<file path="src/rtl/tinker_fetch_queue.sv">
// Instruction prefetch queue: issues sequential word fetches under a credit limit,
// buffers in-order responses with their PCs for decode, and flushes on redirect.
module tinker_fetch_queue #(
  parameter int unsigned DEPTH    = 4,
  parameter logic [31:0] RESET_PC = 32'h2000
) (
  input  logic        clk,
  input  logic        reset,
  output logic        mem_req_valid,
  input  logic        mem_req_ready,
  output logic [31:0] mem_req_addr,
  input  logic        mem_resp_valid,
  input  logic [31:0] mem_resp_data,
  output logic        dec_valid,
  input  logic        dec_ready,
  output logic [31:0] dec_instr,
  output logic [31:0] dec_pc,
  input  logic        redirect_valid,
  input  logic [31:0] redirect_pc
);
  localparam int PW = (DEPTH > 1) ? $clog2(DEPTH) : 1;
  localparam int CW = $clog2(DEPTH + 1);
  // Stale requests left behind by back-to-back redirects can push the in-flight total past DEPTH.
  localparam int OW = CW + 4;

  logic [31:0]   fetch_pc_reg, fetch_pc_next;
  logic [31:0]   resp_pc_reg, resp_pc_next;
  logic [PW-1:0] head_reg, head_next;
  logic [PW-1:0] tail_reg, tail_next;
  logic [CW-1:0] count_reg, count_next;
  logic [OW-1:0] outstanding_reg, outstanding_next;
  logic [OW-1:0] drop_reg, drop_next;
  logic          run_reg;

  logic [31:0] pc_mem    [DEPTH];
  logic [31:0] instr_mem [DEPTH];

  logic [OW:0] credit_used;
  logic        credit_ok;
  logic        req_fire;
  logic        resp_keep;
  logic        pop;
  logic [31:0] redirect_base;
  logic        unused_redirect_low;

  assign redirect_base       = {redirect_pc[31:2], 2'b00};
  assign unused_redirect_low = ^redirect_pc[1:0];

  // Words already marked for discard do not occupy a FIFO slot when they land.
  assign credit_used = (OW+1)'(count_reg) + (OW+1)'(outstanding_reg) - (OW+1)'(drop_reg);
  assign credit_ok   = (credit_used < (OW+1)'(DEPTH)) && (outstanding_reg != '1);

  assign mem_req_valid = run_reg & ~redirect_valid & credit_ok;
  assign mem_req_addr  = fetch_pc_reg;

  assign dec_valid = (count_reg != '0) & ~redirect_valid;
  assign dec_instr = dec_valid ? instr_mem[head_reg] : 32'h0;
  assign dec_pc    = dec_valid ? pc_mem[head_reg] : 32'h0;

  assign req_fire  = mem_req_valid & mem_req_ready;
  assign resp_keep = mem_resp_valid & (drop_reg == '0) & ~redirect_valid;
  assign pop       = dec_valid & dec_ready;

  always_comb begin
    fetch_pc_next    = fetch_pc_reg;
    resp_pc_next     = resp_pc_reg;
    head_next        = head_reg;
    tail_next        = tail_reg;
    count_next       = count_reg;
    outstanding_next = outstanding_reg + OW'(req_fire) - OW'(mem_resp_valid);
    drop_next        = drop_reg;
    if (redirect_valid) begin
      fetch_pc_next = redirect_base;
      resp_pc_next  = redirect_base;
      head_next     = '0;
      tail_next     = '0;
      count_next    = '0;
      // Everything still in flight belongs to the old path, including a word landing now.
      drop_next     = outstanding_reg - OW'(mem_resp_valid);
    end else begin
      if (req_fire)
        fetch_pc_next = fetch_pc_reg + 32'd4;
      if (mem_resp_valid && (drop_reg != '0))
        drop_next = drop_reg - OW'(1);
      if (resp_keep) begin
        resp_pc_next = resp_pc_reg + 32'd4;
        tail_next    = tail_reg + PW'(1);
      end
      if (pop)
        head_next = head_reg + PW'(1);
      count_next = count_reg + CW'(resp_keep) - CW'(pop);
    end
  end

  always_ff @(posedge clk or negedge reset) begin
    if (!reset) begin
      fetch_pc_reg    <= RESET_PC;
      resp_pc_reg     <= RESET_PC;
      head_reg        <= '0;
      tail_reg        <= '0;
      count_reg       <= '0;
      outstanding_reg <= '0;
      drop_reg        <= '0;
      run_reg         <= 1'b0;
    end else begin
      fetch_pc_reg    <= fetch_pc_next;
      resp_pc_reg     <= resp_pc_next;
      head_reg        <= head_next;
      tail_reg        <= tail_next;
      count_reg       <= count_next;
      outstanding_reg <= outstanding_next;
      drop_reg        <= drop_next;
      run_reg         <= 1'b1;
    end
  end

  // Entry storage needs no reset: outputs are gated by dec_valid.
  always_ff @(posedge clk) begin
    if (resp_keep) begin
      pc_mem[tail_reg]    <= resp_pc_reg;
      instr_mem[tail_reg] <= mem_resp_data;
    end
  end

endmodule
</file>
<file path="config.mk">
export PLATFORM = sky130hd
export DESIGN_NAME = tinker_fetch_queue
export DESIGN_NICKNAME = d
export VERILOG_FILES = /design/src/rtl/tinker_fetch_queue.sv
export SDC_FILE = /design/constraint.sdc
export NUM_CORES = 1
export LEC_CHECK = 0
export BUFFER_PORTS_ARGS = -buffer_cell sky130_fd_sc_hd__buf_2
export CAP_MARGIN = 20
export CORE_UTILIZATION = 59
export DETAILED_ROUTE_END_ITERATION = 8
export PLACE_DENSITY = 0.77
export SYNTH_ARGS = -nofsm -noshare
export SYNTH_HDL_FRONTEND = slang
export SYNTH_SLANG_ARGS = --single-unit
export TNS_END_PERCENT = 20
</file>
<file path="constraint.sdc">
create_clock -name clk -period 5.66 [get_ports clk]
set_input_delay 0.283 -clock clk [delete_from_list [all_inputs] [get_ports clk]]
set_output_delay 0.283 -clock clk [all_outputs]
set_load 0.01 [all_outputs]
</file>
==> run metrics, run 1 <==
htree depth 2; NumNets Final 1334; Final TNS setup 0 ns; Yosys warning total 0; synthesis-to-finish area growth 16.45%; Reg with most FFs instr_mem; Fin. Hold Viols 0; commonest non-fill, non-tap cell in the layout edfxtp_1; Post-DP HPWL 19.87 mm; Critical Path Slowest Stage Cell fa_1; DR DRC count 0; Resized cells post-CTS 0; CTS root buf clkbuf_16; Clk Latency, worst-skew pair 0.51 ns; max-cap violations 0; fillcell total 1708; CP max stage delay 0.51 ns; number of flops mapped to enable cells by yosys 248; Synth Cell Area 15150 sq um; Final WS setup 0.9946 ns; kind of cell adding the most delay to the critical path adder cells; Place WS 1.021 ns; top flop regs instr_mem: 128 flops, pc_mem: 120 flops; Slew Viols, Final 0; Avg WL per Cell 19.62 microns; Global Route Usage Sum 24.16%; via count 9239; Post-Route WL 30.96 mm; crit-path max FO 6; die height 162.2 microns; layout cells sized above 1 26.38%; CTS tree built; endpoint class of the critical path flop; Crit Path Class reg -> reg; drt pass-1 iters 5; status complete, no violations; Worst-path clk slew 0.06 ns; final worst-path cycle share 82.43%; I/O Pins 168; Core ar. 25180 sq um; startpoint types flop; TritonCTS Buffers 34; Slew headroom 39.98%; final setup fails 0; Post-CTS Setup Repair Bufs 0; skew final 0.008904 ns; Syn Inst Count 1035; Async S/R FF share, synth 24.85%; RSZ-0062 raised after global routing false; CP cell instances inv_1 -> fa_1 -> inv_1 -> ha_1 -> a21oi_1 -> a21oi_1 -> a211oi_4 -> nand3b_2 -> or3_2 -> ha_1 -> inv_1 -> ha_1 -> fa_1 -> nor2b_1 -> o21a_1 -> o21bai_1 -> a21oi_1 -> nor2_1 -> xnor2_1; Synth Flop Type edfxtp_1; CTS Buffer Depth 3; vias per std cell 5.855; Slew @ Worst Pin 0.9003 ns; vias in the first global route 9030; Yosys reg bits 330; pwr dens 398.9 nW/um^2; first-pass GRT wire length 48.87 mm; post-route ant nets 0; fin crit period 4.665 ns; die width 162.2 microns; Leak 6.554 nW; number of DRC markers in iteration 0 598; worst min path class in -> reg; Arr. time, crit path 5.09 ns; Peak supply drop 0.2833 mV; clk sinks 330; GPL Wtd Cong 0.8499; sequential-to-total area share from yosys stat 62.73%; Synth cell types 71; port bufs 161; Synth Area per Inst 14.63 sq um; Fmax achieved 214.3 MHz; WP buf/inv 3; area of the die 26320 sq um; FP Rows 58; initial antenna violation count 0; most frequent cells in the layout edfxtp_1 (248), buf_2 (160), dfrtp_1 (78); Initial Utilization 60.15%; WP data required 6.09 ns; max reg flops 128; largest net degree at the start of global routing 73; GRT Residual Overflow 0
-- synth_stat cells, types with 4 or more instances --
master / number / area, sq um
a211oi_1: 9 / 67.56
a211oi_2: 18 / 225.2
a21boi_0: 20 / 150.1
a21oi_1: 15 / 75.07
and2_1: 72 / 450.4
and3_1: 17 / 106.4
buf_1: 6 / 22.52
buf_2: 8 / 40.04
buf_4: 4 / 30.03
clkbuf_1: 38 / 142.6
dfrtp_1: 80 / 2002
edfxtp_1: 248 / 7447
fa_1: 4 / 80.08
ha_1: 35 / 437.9
inv_1: 34 / 127.6
mux2_2: 6 / 67.56
mux4_2: 62 / 1396
nand2_1: 44 / 165.2
nand2b_1: 22 / 137.6
nand3_1: 34 / 170.2
nand4_1: 17 / 106.4
nand4b_1: 5 / 43.79
nor2_1: 51 / 191.4
nor2b_1: 5 / 31.28
nor3_1: 32 / 160.2
nor4_1: 7 / 43.79
o21ai_0: 13 / 65.06
o311ai_0: 5 / 43.79
o31ai_1: 14 / 105.1
or3_1: 4 / 25.02
xnor2_1: 30 / 262.8
xor2_1: 19 / 166.4
-- metrics by stage --
step / area (sq um) / util (%) / instances / power, mW / hold slack, ns
floorplan: 15160 / - / 1038 / 4.407 / -0.01259
global placement: 16280 / 64.66 / 1489 / 4.884 / 0.1550
detailed placement: 16280 / 64.66 / 1489 / 4.932 / 0.1608
CTS: 17640 / 70.04 / 1577 / 7.078 / 0.003090
global route: 17640 / 70.04 / 1577 / 7.396 / 0.005963
finish: 17640 / 70.05 / 1578 / 7.036 / 0.01736
-- worst paths after layout --
kind                       depth (start not counted)                 end          startpoint  slack, ns
max                                               19  outstanding_reg[6]  outstanding_reg[2]       0.99
min                                                1    instr_mem[2][22]   mem_resp_data[22]       0.02
max reg2reg                                       19  outstanding_reg[6]  outstanding_reg[2]       0.99
max in group asynchronous                          3         head_reg[0]               reset       4.23
min reg2reg                                        0       pc_mem[3][14]     resp_pc_reg[14]       0.57
min in group asynchronous                          2  outstanding_reg[5]               reset       0.18
-- kinds of logic after synthesis --
kind of cell             count (synthesis)  synth area share [%]
flip-flops                             330                 62.73
AND/OR/NAND/NOR                        330                 12.08
AO/OA/AOI/OAI                          123                 6.600
buffers and inverters                   91                 2.420
multiplexers                            71                 9.863
XOR/XNOR                                49                 2.833
adder cells (fa/ha/maj)                 39                 3.420
other                                    2               0.04958
-- layout make-up --
type	instances	area (sq um)	share of cell area (%)
Multi-Input combinational cell	617	5303	30.06
Inverter	35	131.4	0.7448
Clock inverter	16	152.6	0.8654
Tap cell	330	412.9	2.341
Antenna cell	1	2.502	0.01419
Sequential cell	330	9507	53.89
Timing Repair Buffer	207	1229	6.966
Clock buffer	42	902.1	5.114
-- report_power, final --
group          internal (mW)  switching [mW]  leakage [nW]
sequential              2.74           0.223          3.20
combinational          0.882            1.06          2.84
clock                   1.27           0.868         0.515
-- layer usage --
| layer | share of wire (%) | track usage, % | vias up |
|---|---|---|---|
| met1 | 43 | 34.84 | 4584 |
| li1 | - | - | 4290 |
| met2 | 48 | 38.52 | 330 |
| met4 | 1.7 | 6.346 | 0 |
| met5 | 0 | 0 | - |
| met3 | 6.7 | 3.984 | 35 |
-- repair_timing --
| action | CTS | global route |
|---|---|---|
| hold endpoints to repair | 123 | 0 |
| setup endpoints to repair | 0 | 0 |
| hold buffers | 30 | 0 |
No activity file was read; power rests on OpenSTA's default activity.
==> run 2, diff against run 1 <==
--- a/config.mk
+++ b/config.mk
@@ -7,9 +7,9 @@
 export LEC_CHECK = 0
 export BUFFER_PORTS_ARGS = -buffer_cell sky130_fd_sc_hd__buf_2
 export CAP_MARGIN = 20
-export CORE_UTILIZATION = 59
+export CORE_UTILIZATION = 53
 export DETAILED_ROUTE_END_ITERATION = 8
-export PLACE_DENSITY = 0.77
+export PLACE_DENSITY = 0.73
 export SYNTH_ARGS = -nofsm -noshare
 export SYNTH_HDL_FRONTEND = slang
 export SYNTH_SLANG_ARGS = --single-unit
==> constraint.sdc (replaced) <==
create_clock -name clk -period 4 [get_ports clk]
set_input_delay 0.2 -clock clk [delete_from_list [all_inputs] [get_ports clk]]
set_output_delay 0.2 -clock clk [all_outputs]
set_load 0.01 [all_outputs]
==> run 2 against run 1 <==
The flow now finishes with violations (negative setup slack). Fmax up 14%. Cell count up 5.8%. Worst hold slack better by 0.069 ns. First-iteration DRC count up 1.8%. Combinational power up 83%. Total power up 53%. Register-to-register slack worse by 1.1 ns. Design area up 3.7%. Die area up 11%. Sequential share of layout area down 1.9 points. Sequential cell count unchanged. Critical endpoint unchanged.
==> run metrics, run 2 (synthesis gave the netlist of run 1 again) <==
placed cell areas 16650 sq um; RSZ-0062 raised after global routing true; commonest non-fill, non-tap cell in the layout edfxtp_1; failing checks negative setup slack; drt pass-1 iters 5; CTS tree built; Worst-path clk slew 0.06 ns; Final TNS setup -0.09330 ns; CP Capture Point outstanding_reg[6]; via count 9554; Post-DP HPWL 20.22 mm; NumNets Final 1381; number of DRC markers in iteration 0 609; max reg flops 128; critical path launch point count_reg[2]; worst min path class in -> reg; Clk Latency, worst-skew pair 0.52 ns; TritonCTS Buffers 34; skew final 0.01581 ns; GRT Residual Overflow 0; Core ar. 27930 sq um; vias in the first global route 9386; status complete, but fails checks; r2r setup slk -0.09 ns; initial antenna violation count 0; Peak supply drop 0.4073 mV; crit-path max FO 4; RR Endpoint outstanding_reg[6]; post-route cell area 18290 sq um; WP data required 4.44 ns; post-route ant nets 0; final worst-path cycle share 102.3%; DR DRC count 0; Crit Path Class reg -> reg; CTS Buffer Depth 3; die width 171.1 microns; port bufs 161; vias per std cell 5.724; Global Route Usage Sum 22.43%; die height 171.1 microns; worst hold slack 0.08670 ns; endpoint class of the critical path flop; fin crit period 4.093 ns; layout cells sized above 1 29.36%; ANT cells 0; Slew @ Worst Pin 0.8808 ns; fillcell total 1997; Slew Viols, Final 0; Post-Route WL 32.11 mm; Final WS setup -0.09330 ns; first-pass GRT wire length 50.22 mm; Fmax achieved 244.3 MHz; clk sinks 330; CTS root buf clkbuf_16; Initial Utilization 54.22%; I/O Pins 168; Arr. time, crit path 4.53 ns; max-cap violations 0; Avg WL per Cell 19.24 microns; top flop regs instr_mem: 128 flops, pc_mem: 120 flops; pwr dens 588.8 nW/um^2; Slew headroom 41.28%; GPL Wtd Cong 0.8351; FP Rows 61; startpoint types flop; Reg with most FFs instr_mem; Leak 6.818 nW; reg2reg start count_reg[2]; htree depth 2; synthesis-to-finish area growth 20.77%; area of the die 29260 sq um; Fin. Hold Viols 0; total power 10.77 mW; final setup fails 1; R2R cell count 19; largest net degree at the start of global routing 74; most frequent cells in the layout edfxtp_1 (248), buf_2 (160), dfrtp_1 (78)
==> run 2: cell count changes in the layout (fill, tap and decap cells not counted), sizes merged <==
cell / previous run / this run
dlygate4sd3: 30 / 43
diode: 1 / 0
clkinv: 12 / 5
inv: 36 / 37
buf: 177 / 211
clkbuf: 42 / 45
==> run 2: how the worst min path moves through the flow <==
stage | slack (ns) | start | to | cells past startpoint
2_1_floorplan | -0.1 | reset | count_reg[0] | 0
3_3_place_gp | 0.36 | reset | outstanding_reg[4] | 1
3_5_place_dp | 0.35 | reset | outstanding_reg[4] | 1
4_1_cts | 0.06 | redirect_pc[18] | mem_req_addr[18] | 4
5_1_grt | 0.08 | redirect_pc[18] | mem_req_addr[18] | 4
6_report | 0.09 | redirect_pc[28] | mem_req_addr[28] | 4
==> run 2: critical path, cell delays in order (launching register included) <==
cell and delay (ns):
dfrtp_1 0.36, inv_2 0.05, fa_1 0.54, inv_2 0.05, ha_4 0.31, nand4b_4 0.11, a22o_4 0.24, a211oi_4 0.29
nand3b_4 0.11, or3_4 0.38, ha_4 0.27, inv_2 0.03, ha_4 0.15, fa_2 0.35, nor2b_4 0.13, o21a_1 0.17
o21bai_1 0.13, a21oi_1 0.08, nor2_1 0.13, xnor2_1 0.13
==> run 2: metal layers <==
metal | track usage [%] | share of wire, %
met1 | 31.72 | 44
met2 | 35.70 | 47
met3 | 4.002 | 6.5
met4 | 6.561 | 1.8
met5 | 0 | 0
==> run 2: timing repair <==
item,in CTS,in global routing
setup endpoints to repair,1,2
setup buffers,5,3
resized for setup,7,7
pin swaps,17,15
hold endpoints to repair,201,0
gates cloned,0,0
hold buffers,43,0
==> run 2: area by class of cell <==
cell class                 count  area [sq um]  area share (%)
multi-input combinational    617          5433           29.70
sequential                   330          9507           51.97
inverter                      35         131.4          0.7182
clock inverter                10         138.9          0.7592
tap                          378         473.0           2.586
clock buffer                  45         933.4           5.103
timing repair buffer         254          1677           9.166
==> run 2: power by group <==
group	internal (mW)	switching [mW]
sequential	3.88	0.276
combinational	1.73	1.81
clock	1.83	1.24
total	7.45	3.32
==> run 2: per-stage QoR <==
| step | utilization, % | instances | setup slack (ns) |
|---|---|---|---|
| after detailed placement | 59.62 | 1563 | -0.1087 |
| after floorplan | - | 1038 | -0.1470 |
| after global routing | 65.48 | 1669 | -0.2160 |
| final | 65.48 | 1669 | -0.09330 |
| after CTS | 65.29 | 1666 | -0.08360 |
| after global placement | 59.62 | 1563 | -0.05169 |
==> run 3, diff against run 2 <==
--- a/config.mk
+++ b/config.mk
@@ -5,10 +5,10 @@
 export SDC_FILE = /design/constraint.sdc
 export NUM_CORES = 1
 export LEC_CHECK = 0
-export BUFFER_PORTS_ARGS = -buffer_cell sky130_fd_sc_hd__buf_2
 export CAP_MARGIN = 20
-export CORE_UTILIZATION = 53
+export CORE_UTILIZATION = 60
 export DETAILED_ROUTE_END_ITERATION = 8
+export DONT_BUFFER_PORTS = 1
 export PLACE_DENSITY = 0.73
 export SYNTH_ARGS = -nofsm -noshare
 export SYNTH_HDL_FRONTEND = slang
==> constraint.sdc (replaced) <==
create_clock -name clk -period 5.1 [get_ports clk]
set_input_delay 0.255 -clock clk [delete_from_list [all_inputs] [get_ports clk]]
set_output_delay 0.255 -clock clk [all_outputs]
set_load 0.01 [all_outputs]
==> run 3 against run 2 <==
The flow now finishes without violations. Worst hold slack got worse by 0.068 ns. Combinational power is 43% lower. Sequential cell count is the same. Fmax decreased by 12%. Sequential power fell by 20%. Count of clock-buffer cells in the layout is 3 higher. Clock power down 21%. Non-clock buffer count decreased by 195. Cell count is 15% lower. Register-to-register slack improved by 0.57 ns. First-iteration DRC count increased by 4.1%. Die area shrank 12%. Highest routed layer unchanged.
==> run metrics, run 3 (synthesis gave the netlist of run 1 again) <==
status complete, no violations; Initial Utilization 61.74%; largest net degree at the start of global routing 83; Leak 5.889 nW; via count 8749; ANT cells 0; drt pass-1 iters 7; GPL Wtd Cong 0.7900; endpoint class of the critical path flop; most frequent cells in the layout edfxtp_1 (248), dfrtp_1 (78), and2_1 (68); post-route ant nets 0; max-cap violations 0; Global Route Usage Sum 24.01%; fin crit period 4.628 ns; post-route cell area 17050 sq um; WP data required 5.53 ns; Worst-path clk slew 0.06 ns; Peak supply drop 0.2871 mV; Avg WL per Cell 21.29 microns; Clk Latency, worst-skew pair 0.51 ns; worst hold slack 0.01859 ns; TritonCTS Buffers 35; NumNets Final 1187; die height 160.9 microns; Fmax achieved 216.1 MHz; startpoint types flop; port bufs 0; CTS Buffer Depth 3; pwr dens 455.1 nW/um^2; Arr. time, crit path 5.06 ns; critical path launch point outstanding_reg[2]; R2R cell count 19; r2r setup slk 0.47 ns; final setup fails 0; placed cell areas 15450 sq um; total power 7.759 mW; Fin. Hold Viols 0; FP Rows 57; max reg flops 128; CP Capture Point outstanding_reg[6]; vias per std cell 6.135; synthesis-to-finish area growth 12.55%; Post-Route WL 30.35 mm; Core ar. 24530 sq um; top flop regs instr_mem: 128 flops, pc_mem: 120 flops; Crit Path Class reg -> reg; reg2reg start outstanding_reg[2]; Post-Place Cells 1318; Slew @ Worst Pin 0.9881 ns; I/O Pins 168; fillcell total 1657; clk sinks 330; Place WS 0.5077 ns; GRT Residual Overflow 0; skew final 0.01470 ns; Final WS setup 0.4721 ns; hold path depth 2; vias in the first global route 8915; initial antenna violation count 0; fin cells 1426; number of DRC markers in iteration 0 634; DR DRC count 0; Slew headroom 34.13%; Reg with most FFs instr_mem; RSZ-0062 raised after global routing false; Post-DP HPWL 18.50 mm; worst min path class in -> reg; Slew Viols, Final 0; die width 160.9 microns; commonest non-fill, non-tap cell in the layout edfxtp_1; final core utilization 69.49%; RR Endpoint outstanding_reg[6]; layout cells sized above 1 15.43%; Final TNS setup 0 ns; first-pass GRT wire length 48.23 mm; CTS tree built; area of the die 25880 sq um; CTS root buf clkbuf_16; final worst-path cycle share 90.74%; crit-path max FO 6; htree depth 2
==> run 3: repair_timing <==
action                    4_1_cts  5_1_grt
gates resized for setup         0        0
hold buffers                   47        0
buffers inserted                0        0
hold endpoints to repair      264        0
==> run 3: where the power goes <==
part           leakage (nW)  internal, mW  switching [mW]
clock                 0.534          1.46           0.979
sequential             3.20          3.04           0.274
combinational          2.15         0.897            1.11
==> run 3: area by class of cell <==
type / instances / area, sq um / share of cell area [%]
clock inverters: 13 / 155.1 / 0.9101
clock buffers: 48 / 945.9 / 5.549
repair buffers: 59 / 600.6 / 3.523
multi-input cells: 617 / 5303 / 31.10
inverters: 35 / 131.4 / 0.7706
well taps: 324 / 405.4 / 2.378
flip-flops and latches: 330 / 9507 / 55.77
==> run 3: per-layer routing <==
metal  up-vias  wire length (microns)  GRT usage (%)
met5         -                      0              0
met4         0                    475          6.003
met3        35                   2174          5.217
met2       329                  14500          38.56
met1      4391                  13200          33.73
li1       3994                      -              -
==> run 3: critical path, cell delays in order, from the launching register on <==
cell and delay, ns:
dfrtp_1 0.40, inv_1 0.13, fa_1 0.52, inv_1 0.04
ha_1 0.35, a21oi_1 0.27, a21oi_1 0.15, a211oi_4 0.33
nand3b_2 0.19, or3_2 0.48, ha_1 0.28, inv_1 0.04
ha_1 0.20, fa_1 0.40, nor2b_1 0.15, o21a_1 0.19
o21bai_1 0.12, a21oi_1 0.08, nor2_1 0.11, xnor2_1 0.12
==> run 3: how the worst min path moves through the flow <==
stage                     slack, ns      startpoint                 end
after floorplan               -0.04           reset        count_reg[0]
after global routing           0.02  redirect_valid    mem_req_addr[15]
final                          0.02  redirect_valid     mem_req_addr[4]
after CTS                    0.0003  redirect_valid     mem_req_addr[4]
after global placement        -0.04           reset  outstanding_reg[5]
after detailed placement      -0.04           reset  outstanding_reg[5]
